### src/rtl/us128_line_doubler_if.sv
// rtl/us128_line_doubler_if.sv - pixel in/out stream bundle for the 2x line doubler
interface us128_line_doubler_if #(
  parameter int DW = 8
);
  logic [DW-1:0] din;
  logic          din_valid;
  logic          din_ready;
  logic [DW-1:0] dout;
  logic          dout_valid;
  logic          dout_ready;
  logic          dout_sol;
  logic          dout_eol;
  logic          dout_pass;

  modport slave (
    input  din, din_valid, dout_ready,
    output din_ready, dout, dout_valid, dout_sol, dout_eol, dout_pass
  );

  modport master (
    output din, din_valid, dout_ready,
    input  din_ready, dout, dout_valid, dout_sol, dout_eol, dout_pass
  );
endinterface

### src/rtl/us128_line_doubler.sv
// rtl/us128_line_doubler.sv - 2x raster upscaler: buffers one line, emits it twice with
// horizontal midpoint interpolation (rounded) and edge replication.
module us128_line_doubler #(
  parameter int DW   = 8,
  parameter int IN_W = 128
) (
  input  logic                  clk,
  input  logic                  rst_n,
  us128_line_doubler_if.slave   bus
);
  localparam int AW = $clog2(IN_W);
  localparam int XW = AW + 1;
  localparam logic [AW-1:0] WI_LAST = AW'(IN_W - 1);
  localparam logic [XW-1:0] X_LAST  = XW'(2 * IN_W - 1);

  // DRAIN: every pixel is in or past the output register; wait for the last handoff.
  typedef enum logic [1:0] {
    LOAD  = 2'd0,
    EMIT  = 2'd1,
    DRAIN = 2'd2
  } state_t;

  state_t         state;
  state_t         state_nxt;
  logic [DW-1:0]  line_buf [IN_W];
  logic [AW-1:0]  wi;
  logic [XW-1:0]  x;
  logic           pass;

  logic           ready_c;
  logic           load_pix;
  logic           clear_out;
  logic           in_fire;
  logic           out_free;

  logic [AW-1:0]  k;
  logic [AW-1:0]  kn;
  logic [DW-1:0]  pa;
  logic [DW-1:0]  pb;
  logic [DW:0]    sum;
  logic [DW-1:0]  pix;

  assign in_fire   = bus.din_valid && ready_c;
  assign out_free  = !bus.dout_valid || bus.dout_ready;
  assign bus.din_ready = ready_c;

  always_ff @(posedge clk or negedge rst_n) begin
    if (!rst_n) begin
      state <= LOAD;
    end else begin
      state <= state_nxt;
    end
  end

  always_comb begin
    state_nxt = state;
    ready_c   = 1'b0;
    load_pix  = 1'b0;
    clear_out = 1'b0;
    unique case (state)
      LOAD: begin
        ready_c = 1'b1;
        if (bus.din_valid && (wi == WI_LAST)) begin
          state_nxt = EMIT;
        end
      end
      EMIT: begin
        if (out_free) begin
          load_pix = 1'b1;
          if ((x == X_LAST) && pass) begin
            state_nxt = DRAIN;
          end
        end
      end
      DRAIN: begin
        if (bus.dout_valid && bus.dout_ready) begin
          clear_out = 1'b1;
          state_nxt = LOAD;
        end
      end
      default: state_nxt = LOAD;
    endcase
  end

  // Line storage is never observed before it is rewritten, so it carries no reset.
  always_ff @(posedge clk) begin
    if (in_fire) begin
      line_buf[wi] <= bus.din;
    end
  end

  always_ff @(posedge clk or negedge rst_n) begin
    if (!rst_n) begin
      wi <= '0;
    end else if (in_fire) begin
      wi <= wi + 1'b1;
    end
  end

  // After the pass-1 end pixel, x/pass wrap to 0/0, ready for the next line.
  always_ff @(posedge clk or negedge rst_n) begin
    if (!rst_n) begin
      x    <= '0;
      pass <= 1'b0;
    end else if (load_pix) begin
      if (x == X_LAST) begin
        x    <= '0;
        pass <= !pass;
      end else begin
        x <= x + 1'b1;
      end
    end
  end

  assign k   = x[XW-1:1];
  assign kn  = k + 1'b1;
  assign pa  = line_buf[k];
  assign pb  = line_buf[kn];
  assign sum = {1'b0, pa} + {1'b0, pb} + {{DW{1'b0}}, 1'b1};

  always_comb begin
    pix = pa;
    if (x[0] && (k != WI_LAST)) begin
      pix = sum[DW:1];
    end
  end

  always_ff @(posedge clk or negedge rst_n) begin
    if (!rst_n) begin
      bus.dout       <= '0;
      bus.dout_valid <= 1'b0;
      bus.dout_sol   <= 1'b0;
      bus.dout_eol   <= 1'b0;
      bus.dout_pass  <= 1'b0;
    end else if (load_pix) begin
      bus.dout       <= pix;
      bus.dout_valid <= 1'b1;
      bus.dout_sol   <= (x == '0);
      bus.dout_eol   <= (x == X_LAST);
      bus.dout_pass  <= pass;
    end else if (clear_out) begin
      bus.dout_valid <= 1'b0;
    end
  end
endmodule

### src/flat_wrapper.sv
// flat-port wrapper written by rule: the top's interface ports become plain ports
module us128_line_doubler_flat 
#(
  parameter int DW   = 8,
  parameter int IN_W = 128
)
  (clk, rst_n, bus_din, bus_din_valid, bus_dout_ready, bus_din_ready, bus_dout, bus_dout_valid, bus_dout_sol, bus_dout_eol, bus_dout_pass);
  us128_line_doubler_if #(.DW(DW)) bus_i ();
  input  logic clk;
  input  logic rst_n;
  input wire logic [$bits(bus_i.din)-1:0] bus_din;
  input wire logic [$bits(bus_i.din_valid)-1:0] bus_din_valid;
  input wire logic [$bits(bus_i.dout_ready)-1:0] bus_dout_ready;
  output wire logic [$bits(bus_i.din_ready)-1:0] bus_din_ready;
  output wire logic [$bits(bus_i.dout)-1:0] bus_dout;
  output wire logic [$bits(bus_i.dout_valid)-1:0] bus_dout_valid;
  output wire logic [$bits(bus_i.dout_sol)-1:0] bus_dout_sol;
  output wire logic [$bits(bus_i.dout_eol)-1:0] bus_dout_eol;
  output wire logic [$bits(bus_i.dout_pass)-1:0] bus_dout_pass;
  assign bus_i.din = bus_din;
  assign bus_i.din_valid = bus_din_valid;
  assign bus_i.dout_ready = bus_dout_ready;
  assign bus_din_ready = bus_i.din_ready;
  assign bus_dout = bus_i.dout;
  assign bus_dout_valid = bus_i.dout_valid;
  assign bus_dout_sol = bus_i.dout_sol;
  assign bus_dout_eol = bus_i.dout_eol;
  assign bus_dout_pass = bus_i.dout_pass;
  us128_line_doubler #(.DW(DW), .IN_W(IN_W)) u_core (.clk(clk), .rst_n(rst_n), .bus(bus_i));
endmodule
### config.mk
export PLATFORM = sky130hd
export DESIGN_NAME = us128_line_doubler_flat
export DESIGN_NICKNAME = d
export VERILOG_FILES = /design/src/rtl/us128_line_doubler_if.sv /design/src/rtl/us128_line_doubler.sv /design/src/flat_wrapper.sv
export SDC_FILE = /design/constraint.sdc
export NUM_CORES = 2
export LEC_CHECK = 0
export ABC_AREA = 1
export ABC_CLOCK_PERIOD_IN_PS = 7000
export BUFFER_PORTS_ARGS = -buffer_cell sky130_fd_sc_hd__buf_2
export CAP_MARGIN = 20
export CORE_AREA = 2 2 391 393
export DETAILED_ROUTE_END_ITERATION = 7
export DIE_AREA = 0 0 393 395
export SKIP_LAST_GASP = 1
export SYNTH_ARGS = -nofsm -noshare
export SYNTH_HDL_FRONTEND = slang
export SYNTH_SLANG_ARGS = --single-unit
### constraint.sdc
create_clock -name clk -period 7 [get_ports clk]
set_input_delay 0.35 -clock clk [delete_from_list [all_inputs] [get_ports clk]]
set_output_delay 0.35 -clock clk [all_outputs]
set_load 0.01 [all_outputs]
==> results.md <==
* Most frequent CP cell: o21ai_0
* Sequential area share after synthesis at 0.598
* Layout fillers at 14600
* Number of max-cap violations at 0
* Multi-input gate area at 0.0178 mm^2
* Switching share of power at 0.473
* Max Clk Rate at about 180 MHz
* Largest net degree at the start of global routing at 245
* Clock Tree Buf Depth at 3
* Ys async rst share at 0.0285
* Top cell type's share of synthesized area at 0.584
* Critical path startpoint category: flop
* Sequential share of power at 0.274
* Required @ worst endpoint at 7.68 ns
* Placed cells at about 7100
* Post-CTS setup buffer count at 0
* Final slew viol count at 0
* Placed Area at 0.0539 mm^2
* Max H-tree Level at 3
* Psw at 12.7 mW
* Die area at 0.155 mm^2
* Min Tclk post-route at 5.50 ns
* RSZ-0062 raised after global routing: false
* Least-Margin Pin Slew at 1.18 ns
* Finished Layout Cells at 7329
* WL final at 176000 um
* Routed Antenna Nets at 0
* Detailed placement HPWL at 104000 um
* Worst setup EP type: flop
* Final Skew at 0.0233 ns
* Number of DRC markers in iteration 0 at 5878
* Final Hold Fails at 0
* Slew headroom at 0.205
* Remaining global-route overflow at 0
* Chip width at 393 um
* Slowest stage delay, CP at 0.87 ns
* Clk pin slew, worst setup/hold paths at 0.07 ns
* First-pass GRT wire length at roughly 260000 um
* PortBufs at 24
* Sum of negative setup slack at 0 ns
* Final core utilization at 0.380
* Synth area leaders: edfxtp_1 (58%), o21ai_0 (9.5%), nor2_1 (6.2%), nand2_1 (3.7%), nand3_1 (3.5%)
* Nets at 5222
* DRC at 4
* Vias per cell at 5.83
* Root Driver: clkbuf_16
* Final WS setup at 1.50 ns
* Cell area after layout at 0.0575 mm^2
* Final setup vio count at 0
* Row Count at ~140
* Total chip power at 26.8 mW
* Core Area at 0.151 mm^2
* Period utilization at 0.786
* Maximum vdd drop at around 0.52 mV
* Antenna cells at 0
* Failing checks: DRC
* DP Worst Slack at 1.71 ns
* Total GRT Usage at 0.220
* PD cells at 466 mW/mm^2
* Initial antenna violation count at 4
* Vias at between 40000 and 50000
* Vias in the first global route at 39500
* Initial Util at 0.348
* FF+latch count, synth at roughly 1100
* Area grow syn2layout at 9.12%
* Clk_lat worst skew at about 0.74 ns
* EDFF count, synth at between 1000 and 1500
* Syn_area_per_cell at 9.73 um^2
* Fraction of layout cells with a size suffix above 1 at 0.0553
* Post-Synthesis Cells at 5413
* IO Count at 25
* Drt wl/cell at ~24 um
* TritonCTS clock tree: built
* Power Internal at about 14 mW
* Yosys cell types at 47
* Gpl congestion at around 0.95
* Setup CP Type: reg2reg
* Cell Area, Synth at 0.0527 mm^2
* Lkg Pwr at 19.2 nW
* Ys Warns at 0
* Die Span Y at just under 400 um
* TritonCTS Buffers at roughly 110
* Status: finished with violations
* Synth area leader: edfxtp_1
* Drt pass-1 iters at 8
* CP max-delay cell: dfrtp_4
* Critical Path AT at 6.18 ns
* Logic pwr share at 0.507
* Worst Hold Class: in2reg
* CP Cell Sequence: ha_4 > inv_6 > buf_4 > o21ai_0 > o221ai_1 > nand3_1 > nand3_1 > nand3_1 > nand2_1 > nand2_1 > o21ai_1 > inv_1 > fa_1 > o21ai_0 > a21oi_1 > o21ai_0 > a21oi_1 > o21ai_0 > o211ai_1 > nand2_1
* Clock sink total at 1054
* Crit path max fanout at 87
* Post-Syn Nets at 5437
* Top_reg_cell synth: edfxtp_1
* Clk pwr share at 0.219
* Final hold slack at between 0.08 and 0.09 ns
* Register area at 0.0315 mm^2
## cell families after synthesis
group / share of synthesized area
xor+xnor: 0.00233
fa+ha+maj: 0.00299
compound gates: 0.194
simple gates: 0.137
buf+inv: 0.0662
flops: 0.598
## critical path, delay by kind of cell (launching register included)
kind                       cells  cell delay (ns)
AOI/OAI and AO/OA              9             1.64
buffers and inverters          3             1.11
DFF                            1             0.87
adders and majority gates      2             0.84
and+or+nand+nor                6             0.71
## cells in the final DEF (no fill, tap or decap), types with 8 or more instances in the layout
master / n
clkbuf_16: 115
a22o_1: 8
clkinv_1: 38
nand3_1: 371
clkbuf_1: 22
xor2_1: 11
buf_12: 18
o221ai_1: 117
nand4_1: 8
nor3_1: 8
o211ai_1: 125
buf_4: 73
clkinv_2: 21
o21ai_0: 996
a31oi_1: 22
o21ai_1: 97
edfxtp_1: 1024
dfrtp_1: 27
inv_1: 267
a21oi_1: 328
buf_2: 16
nand2_1: 512
nor2_1: 869
o22ai_1: 117
ha_1: 10
## power groups by stage
stage                     Combinational [mW]  Clock (mW)  Sequential, mW
after floorplan                         9.10           0            7.28
after global placement                  13.1           0            7.44
after detailed placement                13.3           0            7.45
after CTS                               13.3        5.92            7.32
after global routing                    14.6        6.15            7.34
final                                   13.6        5.87            7.33
## final cells by class
cell class	count	area share
clock buffer	139	0.0520
inverter	279	0.0187
sequential	1054	0.548
clock inverter	78	0.0101
tap	2030	0.0442
multi-input combinational	3639	0.309
timing repair buffer	110	0.0177
## Yosys cell counts, types with 3 or more instances
| cell type | n |
|---|---|
| o311ai_0 | 3 |
| ha_1 | 11 |
| a221o_1 | 3 |
| inv_2 | 8 |
| nor3_1 | 9 |
| edfxtp_1 | 1024 |
| buf_6 | 29 |
| o221ai_1 | 117 |
| buf_4 | 96 |
| o211ai_1 | 125 |
| nand2_1 | 514 |
| o22ai_1 | 117 |
| o21ai_0 | 996 |
| o311ai_1 | 3 |
| inv_1 | 267 |
| a22o_1 | 8 |
| nand3_1 | 371 |
| a211oi_1 | 3 |
| a31oi_1 | 22 |
| a32oi_1 | 3 |
| clkbuf_1 | 130 |
| buf_1 | 23 |
| nand4_1 | 8 |
| a21oi_1 | 328 |
| dfrtp_1 | 30 |
| o21ai_1 | 98 |
| nor2_1 | 869 |
| xor2_1 | 13 |
| buf_2 | 162 |
## path summary, 6_finish.rpt
| check | start | endpoint | slack (ns) | cells past startpoint |
|---|---|---|---|---|
| worst max-delay path | u_core.x[1] | u_core.bus.dout[7] | 1.50 | 20 |
| worst min-delay path | bus_din[4] | u_core.line_buf[64][4] | 0.08 | 1 |
| worst max register to register | u_core.x[1] | u_core.bus.dout[7] | 1.50 | 20 |
| worst min register to register | u_core.bus.dout_eol | u_core.bus.dout_eol | 0.47 | 2 |
| max in group asynchronous | rst_n | u_core.x[2] | 6.11 | 2 |
| min in group asynchronous | rst_n | u_core.bus.dout_eol | 0.25 | 2 |
## state kept, by name (all words and copies together), names as in the netlist
signal,count
u_core.bus.dout_valid,1
u_core.pass,1
u_core.bus.dout_eol,1
u_core.bus.dout,8
u_core.bus.dout_pass,1
u_core.line_buf,1024
u_core.x,8
u_core.bus.dout_sol,1
u_core.state,2
u_core.wi,7
## per-layer routing
layer	track usage	part of all wire
met2	0.346	0.46
met1	0.298	0.40
met4	0.0900	0.042
met5	0	0.00047
met3	0.0410	0.10
## timing repair
| action | CTS | global route |
|---|---|---|
| gates resized for setup | 0 | 0 |
| endpoints found under the hold margin | 32 | 0 |
| hold buffers | 2 | 0 |
(Power assumes the default switching activity.)
